### config.mk
export PLATFORM = sky130hd
export DESIGN_NAME = tdm_demux_1_to_4
export DESIGN_NICKNAME = d
export VERILOG_FILES = /design/src/rtl/tdm_demux_1_to_4_pkg.sv /design/src/rtl/tdm_demux_1_to_4_slot_cnt.sv /design/src/rtl/tdm_demux_1_to_4.sv
export SDC_FILE = /design/constraint.sdc
export NUM_CORES = 1
export LEC_CHECK = 0
export ABC_AREA = 1
export CAP_MARGIN = 20
export CORE_UTILIZATION = 40
export CTS_CLUSTER_SIZE = 12
export DETAILED_ROUTE_END_ITERATION = 7
export GPL_TIMING_DRIVEN = 0
export PLACE_DENSITY = 0.7
export SLEW_MARGIN = 5
export SYNTH_ARGS = -nofsm -noshare
export SYNTH_HDL_FRONTEND = slang
export SYNTH_SLANG_ARGS = --single-unit
### constraint.sdc
create_clock -name clk -period 1.2 [get_ports clk]
set_clock_uncertainty 0.15 [all_clocks]
set_input_delay 0.24 -clock clk [delete_from_list [all_inputs] [get_ports clk]]
set_output_delay 0.24 -clock clk [all_outputs]
set_load 0.005 [all_outputs]
### src/rtl/tdm_demux_1_to_4_pkg.sv
// Shared constants, state encoding and sync helper for the 1-to-4 TDM demultiplexer.
package tdm_demux_1_to_4_pkg;

    localparam int N_CH   = 4;
    localparam int SLOT_W = 2;

    typedef enum logic {
        ST_HUNT   = 1'b0,
        ST_LOCKED = 1'b1
    } tdm_state_e;

    function automatic logic sync_hit(input logic sync_lvl, input logic active_lvl);
        return (sync_lvl == active_lvl);
    endfunction

endpackage

### src/rtl/tdm_demux_1_to_4_slot_cnt.sv
// 2-bit wrapping slot counter: clear has priority over load-to-1, which beats increment.
module tdm_slot_cnt
    import tdm_demux_1_to_4_pkg::*;
(
    input  logic              clk,
    input  logic              rst_n,
    input  logic              inc,
    input  logic              load1,
    input  logic              clr,
    output logic [SLOT_W-1:0] cnt
);

    // Slot index register; natural 2-bit overflow gives the 3 -> 0 wrap.
    always_ff @(posedge clk or negedge rst_n) begin
        if (!rst_n) begin
            cnt <= {SLOT_W{1'b0}};
        end else if (clr) begin
            cnt <= {SLOT_W{1'b0}};
        end else if (load1) begin
            cnt <= SLOT_W'(1);
        end else if (inc) begin
            cnt <= cnt + SLOT_W'(1);
        end else begin
            cnt <= cnt;
        end
    end

endmodule

### src/rtl/tdm_demux_1_to_4.sv
// Registered 1-to-4 TDM demultiplexer locking to a frame-sync marker.
// Optional strict sync checking in LOCKED is enabled by `define TDM_DEMUX_SYNC_CHECK_EN.
module tdm_demux_1_to_4
    import tdm_demux_1_to_4_pkg::*;
#(
    parameter logic SYNC_ACTIVE = 1'b1
) (
    input  logic              clk,
    input  logic              rst_n,
    input  logic              en,
    input  logic              din,
    input  logic              sync,
    output logic [N_CH-1:0]   y,
    output logic              valid,
    output logic [SLOT_W-1:0] slot,
    output logic              locked,
    output logic              sync_err
);

    tdm_state_e          state_r;
    logic [N_CH-2:0]     shadow_r;
    logic                sync_hit_s;
    logic                normal_s;
    logic                cap_s;
    logic [SLOT_W-1:0]   cap_idx_s;
    logic                frame_s;
    logic                err_s;
    logic                go_locked_s;
    logic                go_hunt_s;
    logic                inc_s;
    logic                load1_s;
    logic                clr_s;

    assign sync_hit_s = sync_hit(sync, SYNC_ACTIVE);

    tdm_slot_cnt u_slot_cnt (
        .clk   (clk),
        .rst_n (rst_n),
        .inc   (inc_s),
        .load1 (load1_s),
        .clr   (clr_s),
        .cnt   (slot)
    );

    // Per-slot action decode: capture, frame completion, realign or loss of lock.
    always_comb begin
        normal_s    = 1'b0;
        cap_s       = 1'b0;
        cap_idx_s   = {SLOT_W{1'b0}};
        frame_s     = 1'b0;
        err_s       = 1'b0;
        go_locked_s = 1'b0;
        go_hunt_s   = 1'b0;
        inc_s       = 1'b0;
        load1_s     = 1'b0;
        clr_s       = 1'b0;
        if (en) begin
            case (state_r)
                ST_HUNT: begin
                    if (sync_hit_s) begin
                        cap_s       = 1'b1;
                        load1_s     = 1'b1;
                        go_locked_s = 1'b1;
                    end else begin
                        cap_s = 1'b0;
                    end
                end
                ST_LOCKED: begin
`ifdef TDM_DEMUX_SYNC_CHECK_EN
                    // A realign restarts the frame at slot 0, so no valid can coincide with it.
                    if (sync_hit_s && (slot != {SLOT_W{1'b0}})) begin
                        err_s   = 1'b1;
                        cap_s   = 1'b1;
                        load1_s = 1'b1;
                    end else if (!sync_hit_s && (slot == {SLOT_W{1'b0}})) begin
                        err_s     = 1'b1;
                        go_hunt_s = 1'b1;
                        clr_s     = 1'b1;
                    end else begin
                        normal_s = 1'b1;
                    end
`else
                    normal_s = 1'b1;
`endif
                    if (normal_s) begin
                        inc_s = 1'b1;
                        if (slot == SLOT_W'(N_CH - 1)) begin
                            frame_s = 1'b1;
                        end else begin
                            cap_s     = 1'b1;
                            cap_idx_s = slot;
                        end
                    end else begin
                        inc_s = 1'b0;
                    end
                end
                default: begin
                    go_hunt_s = 1'b1;
                    clr_s     = 1'b1;
                end
            endcase
        end else begin
            normal_s = 1'b0;
        end
    end

    // FSM state, shadow capture and registered outputs.
    always_ff @(posedge clk or negedge rst_n) begin
        if (!rst_n) begin
            state_r  <= ST_HUNT;
            shadow_r <= {(N_CH-1){1'b0}};
            y        <= {N_CH{1'b0}};
            valid    <= 1'b0;
            locked   <= 1'b0;
            sync_err <= 1'b0;
        end else begin
            valid    <= frame_s;
            sync_err <= err_s;
            for (int i = 0; i < N_CH - 1; i++) begin
                if (cap_s && (cap_idx_s == SLOT_W'(i))) begin
                    shadow_r[i] <= din;
                end
            end
            if (frame_s) begin
                y <= {din, shadow_r};
            end
            if (go_locked_s) begin
                state_r <= ST_LOCKED;
                locked  <= 1'b1;
            end else if (go_hunt_s) begin
                state_r <= ST_HUNT;
                locked  <= 1'b0;
            end
        end
    end

endmodule

==> impl_summary.log <==
[metrics] outcome: finished with violations
[metrics] violations in the final reports: setup timing
[metrics] vias in the first global route: 457
[metrics] number of different library cells in the post-synthesis netlist: 15
[metrics] Via Count: 485
[metrics] setup violation total in the final timing report: 9
[metrics] unrepaired setup endpoints after global routing: true
[metrics] Post-Syn Area per Cell: 8.60 um2
[metrics] TritonCTS clock tree: built
[metrics] commonest cells after routing, fill and taps aside: nand2_1 (24), dfrtp_1 (8), buf_4 (7), buf_2 (7), nand3_1 (4)
[metrics] flops & latches, synth: 11
[metrics] Final GP Congestion: 0.723
[metrics] critical path launch point type: flop
[metrics] core occupancy in the finished layout: 68.9%
[metrics] worst ir drop on vdd: 0.00118 V
[metrics] Worst Path Arrival: 1.37 ns
[metrics] H-tree depth: 1
[metrics] full die area: 0.00148 mm2
[metrics] Post-Synthesis Net Count: 70
[metrics] number of warnings issued by yosys: 0
[metrics] Seq. cell area: 279 um2
[metrics] Ant. Diodes: 0
[metrics] routed via count divided by cell count: 4.85
[metrics] combinational fraction of design power: 45.9%
[metrics] Seq/Total Area, Yosys: 51.6%
[metrics] post-layout instance count excluding filler cells: 100
[metrics] Multi-input gate area: 293 um2
[metrics] type of element capturing the critical path: flop
[metrics] sum of net half-perimeters after detailed placement: 718 um
[metrics] Total Wirelength: 1.08 mm
[metrics] port bufs: 12
[metrics] placeable core region: 0.00117 mm2
[metrics] Root Buffer Master: clkbuf_4
[metrics] maximum number of pins on one net before global-route repair: 12
[metrics] number of top-level pins: 14
[metrics] Finished Cell Area: 807 um2
[metrics] number of endpoints with negative hold slack in the final report: 0
[metrics] initial core utilization: 45.5%
[metrics] wire length of the first global-routing pass: 1.90 mm
[metrics] number of core rows: 12
[metrics] post-synthesis instance total: 62
[metrics] synth top area cells: dfrtp_1 (52%), nand2_1 (18%), ha_1 (7.0%), nand3_1 (6.6%), inv_1 (2.8%)
[metrics] First-pass DRT Iterations: 4
[metrics] worst setup path class: reg -> reg
[metrics] clock transition at the registers of the reported paths: 0.07 ns
[metrics] Bufs on Longest Clock Path: 2
[metrics] Final Slew Violations: 0
[metrics] Clk pwr share: 16.8%
[metrics] Post-Place Cells: 88
[metrics] power density relative to cell area: 1950 mW/mm2
[metrics] layout-stage area growth over the synthesis result: 51.4%
[metrics] Routed wire per std cell: 10.8 um
[metrics] Worst path slowest cell: dfrtp_2
[metrics] fraction of power spent switching nets: 34.9%
[metrics] proportion of power drawn by flip-flops and latches: 37.3%
[metrics] static leakage power: 0.413 nW
[metrics] max-cap violation count: 0
[metrics] worst hold slack across all endpoints: 0.138 ns
[metrics] leading cell type in the layout, fill and taps excluded: nand2_1
[metrics] total of fill cells in the finished design: 106
[metrics] clock buffers created by TritonCTS: 3
[metrics] cell type with the largest total area after synthesis: dfrtp_1
[metrics] layout cell share with drive strength beyond 1: 48.8%
[metrics] number of antenna violations at the first check in global routing: 0
[metrics] hold crit path type: in -> async
[metrics] final layout net count: 95
[metrics] critical path peak fanout: 6
[metrics] maximum clock rate: 0.740 GHz
[metrics] P_int: 1.03 mW
[metrics] die width: 38.5 um
[metrics] worst-path cell chain: buf_6, ha_4, inv_2, nand3_2, nand2_4, nand2_1, nand2_1, nand2_1
[metrics] Die Y: 38.5 um
[metrics] Overall Global Routing Usage: 19.9%
[metrics] worst skew pair latency: 0.27 ns
[metrics] Worst Setup Slack, final: -0.152 ns
[metrics] highest cell delay on the worst timing path: 0.42 ns
[metrics] sw power: 0.550 mW
[metrics] Remaining DRCs: 0
[metrics] total number of clock tree sinks: 11
[metrics] number of DRC violations after detailed-routing iteration 0: 5
[metrics] minimum period implied by the final worst setup slack: 1.35 ns
[metrics] most frequent cell on the critical path: nand2_1
[metrics] share of the cycle needed by the critical path after routing: 113%
[metrics] GRT overflow: 0
[metrics] post-synth design cell area: 533 um2
[metrics] required arrival time at the worst endpoint: 1.22 ns
[metrics] Routed Antenna Nets: 0
[metrics] share of the synthesized area in the top cell type: 51.6%
[metrics] area after detailed placement: 726 um2
per-stage QoR:
| step | power [mW] | TNS, ns | worst slack [ns] |
|---|---|---|---|
| after floorplan | 0.947 | -0.153 | -0.0533 |
| after global placement | 1.21 | -3.54 | -0.361 |
| after detailed placement | 1.22 | -3.68 | -0.370 |
| after CTS | 1.55 | -0.769 | -0.135 |
| after global routing | 1.70 | -1.66 | -0.230 |
| final | 1.58 | -0.859 | -0.152 |
registers in the layout, indices dropped and copies added (netlist names):
name and cells:
valid 1, shadow_r 3, u_slot_cnt.cnt 2, y 4
state_r 1
worst max-delay path: cells and delay by family (launching register included):
kind / cells / cell delay [ns]
DFF: 1 / 0.42
and+or+nand+nor: 5 / 0.33
buffers and inverters: 2 / 0.19
adders and majority gates: 1 / 0.16
synth_stat cells:
master / n
o21ai_2: 1
conb_1: 1
dfrtp_1: 11
clkinv_4: 1
ha_1: 3
o22ai_1: 1
nand3_1: 7
nor2_1: 2
o21ai_0: 1
nand2_2: 2
clkinv_2: 1
nand2_1: 25
inv_1: 4
nand2_4: 1
buf_4: 1
power groups by stage:
stage / sequential (mW) / clock [mW] / combinational [mW]
final: 0.587 / 0.265 / 0.723
after global routing: 0.610 / 0.285 / 0.805
after CTS: 0.588 / 0.266 / 0.693
after detailed placement: 0.636 / 0 / 0.588
after global placement: 0.632 / 0 / 0.576
after floorplan: 0.635 / 0 / 0.313
layout make-up:
class / count / area share [%]
well taps: 14 / 2.17
clock buffers: 4 / 3.26
flip-flops and latches: 11 / 34.6
repair buffers: 20 / 18.1
inverters: 6 / 4.65
plain buffers: 1 / 0.930
multi-input cells: 44 / 36.3
path summary, 6_finish.rpt:
path                       cells past startpoint                 to               from  slack, ns
min in group clk                               2        shadow_r[1]        shadow_r[1]       0.32
setup reg to reg                               8        shadow_r[2]  u_slot_cnt.cnt[0]      -0.15
max in group asynchronous                      1  u_slot_cnt.cnt[1]              rst_n       0.41
hold reg to reg                                2        shadow_r[1]        shadow_r[1]       0.32
hold / removal                                 1               y[2]              rst_n       0.14
setup / recovery                               8        shadow_r[2]  u_slot_cnt.cnt[0]      -0.15
kinds of logic after synthesis:
family,synth area share (%)
buf+inv,6.81
other cells,0.704
simple gates,30.0
fa+ha+maj,7.04
flops,51.6
compound gates,3.76
metal layers:
layer  part of all wire, %  GRT usage (%)
met5                     0              0
met4                   1.6           10.3
met3                   4.7           5.23
met2                    47           30.0
met1                    47           25.7
repair_timing:
action / CTS / global route
setup buffers: 7 / 1
endpoints found under the setup margin: 15 / 15
resized for setup: 40 / 3
hold buffers: 0 / 0
pin swaps: 6 / 7
Note: power is estimated with default switching activity, not from simulation.
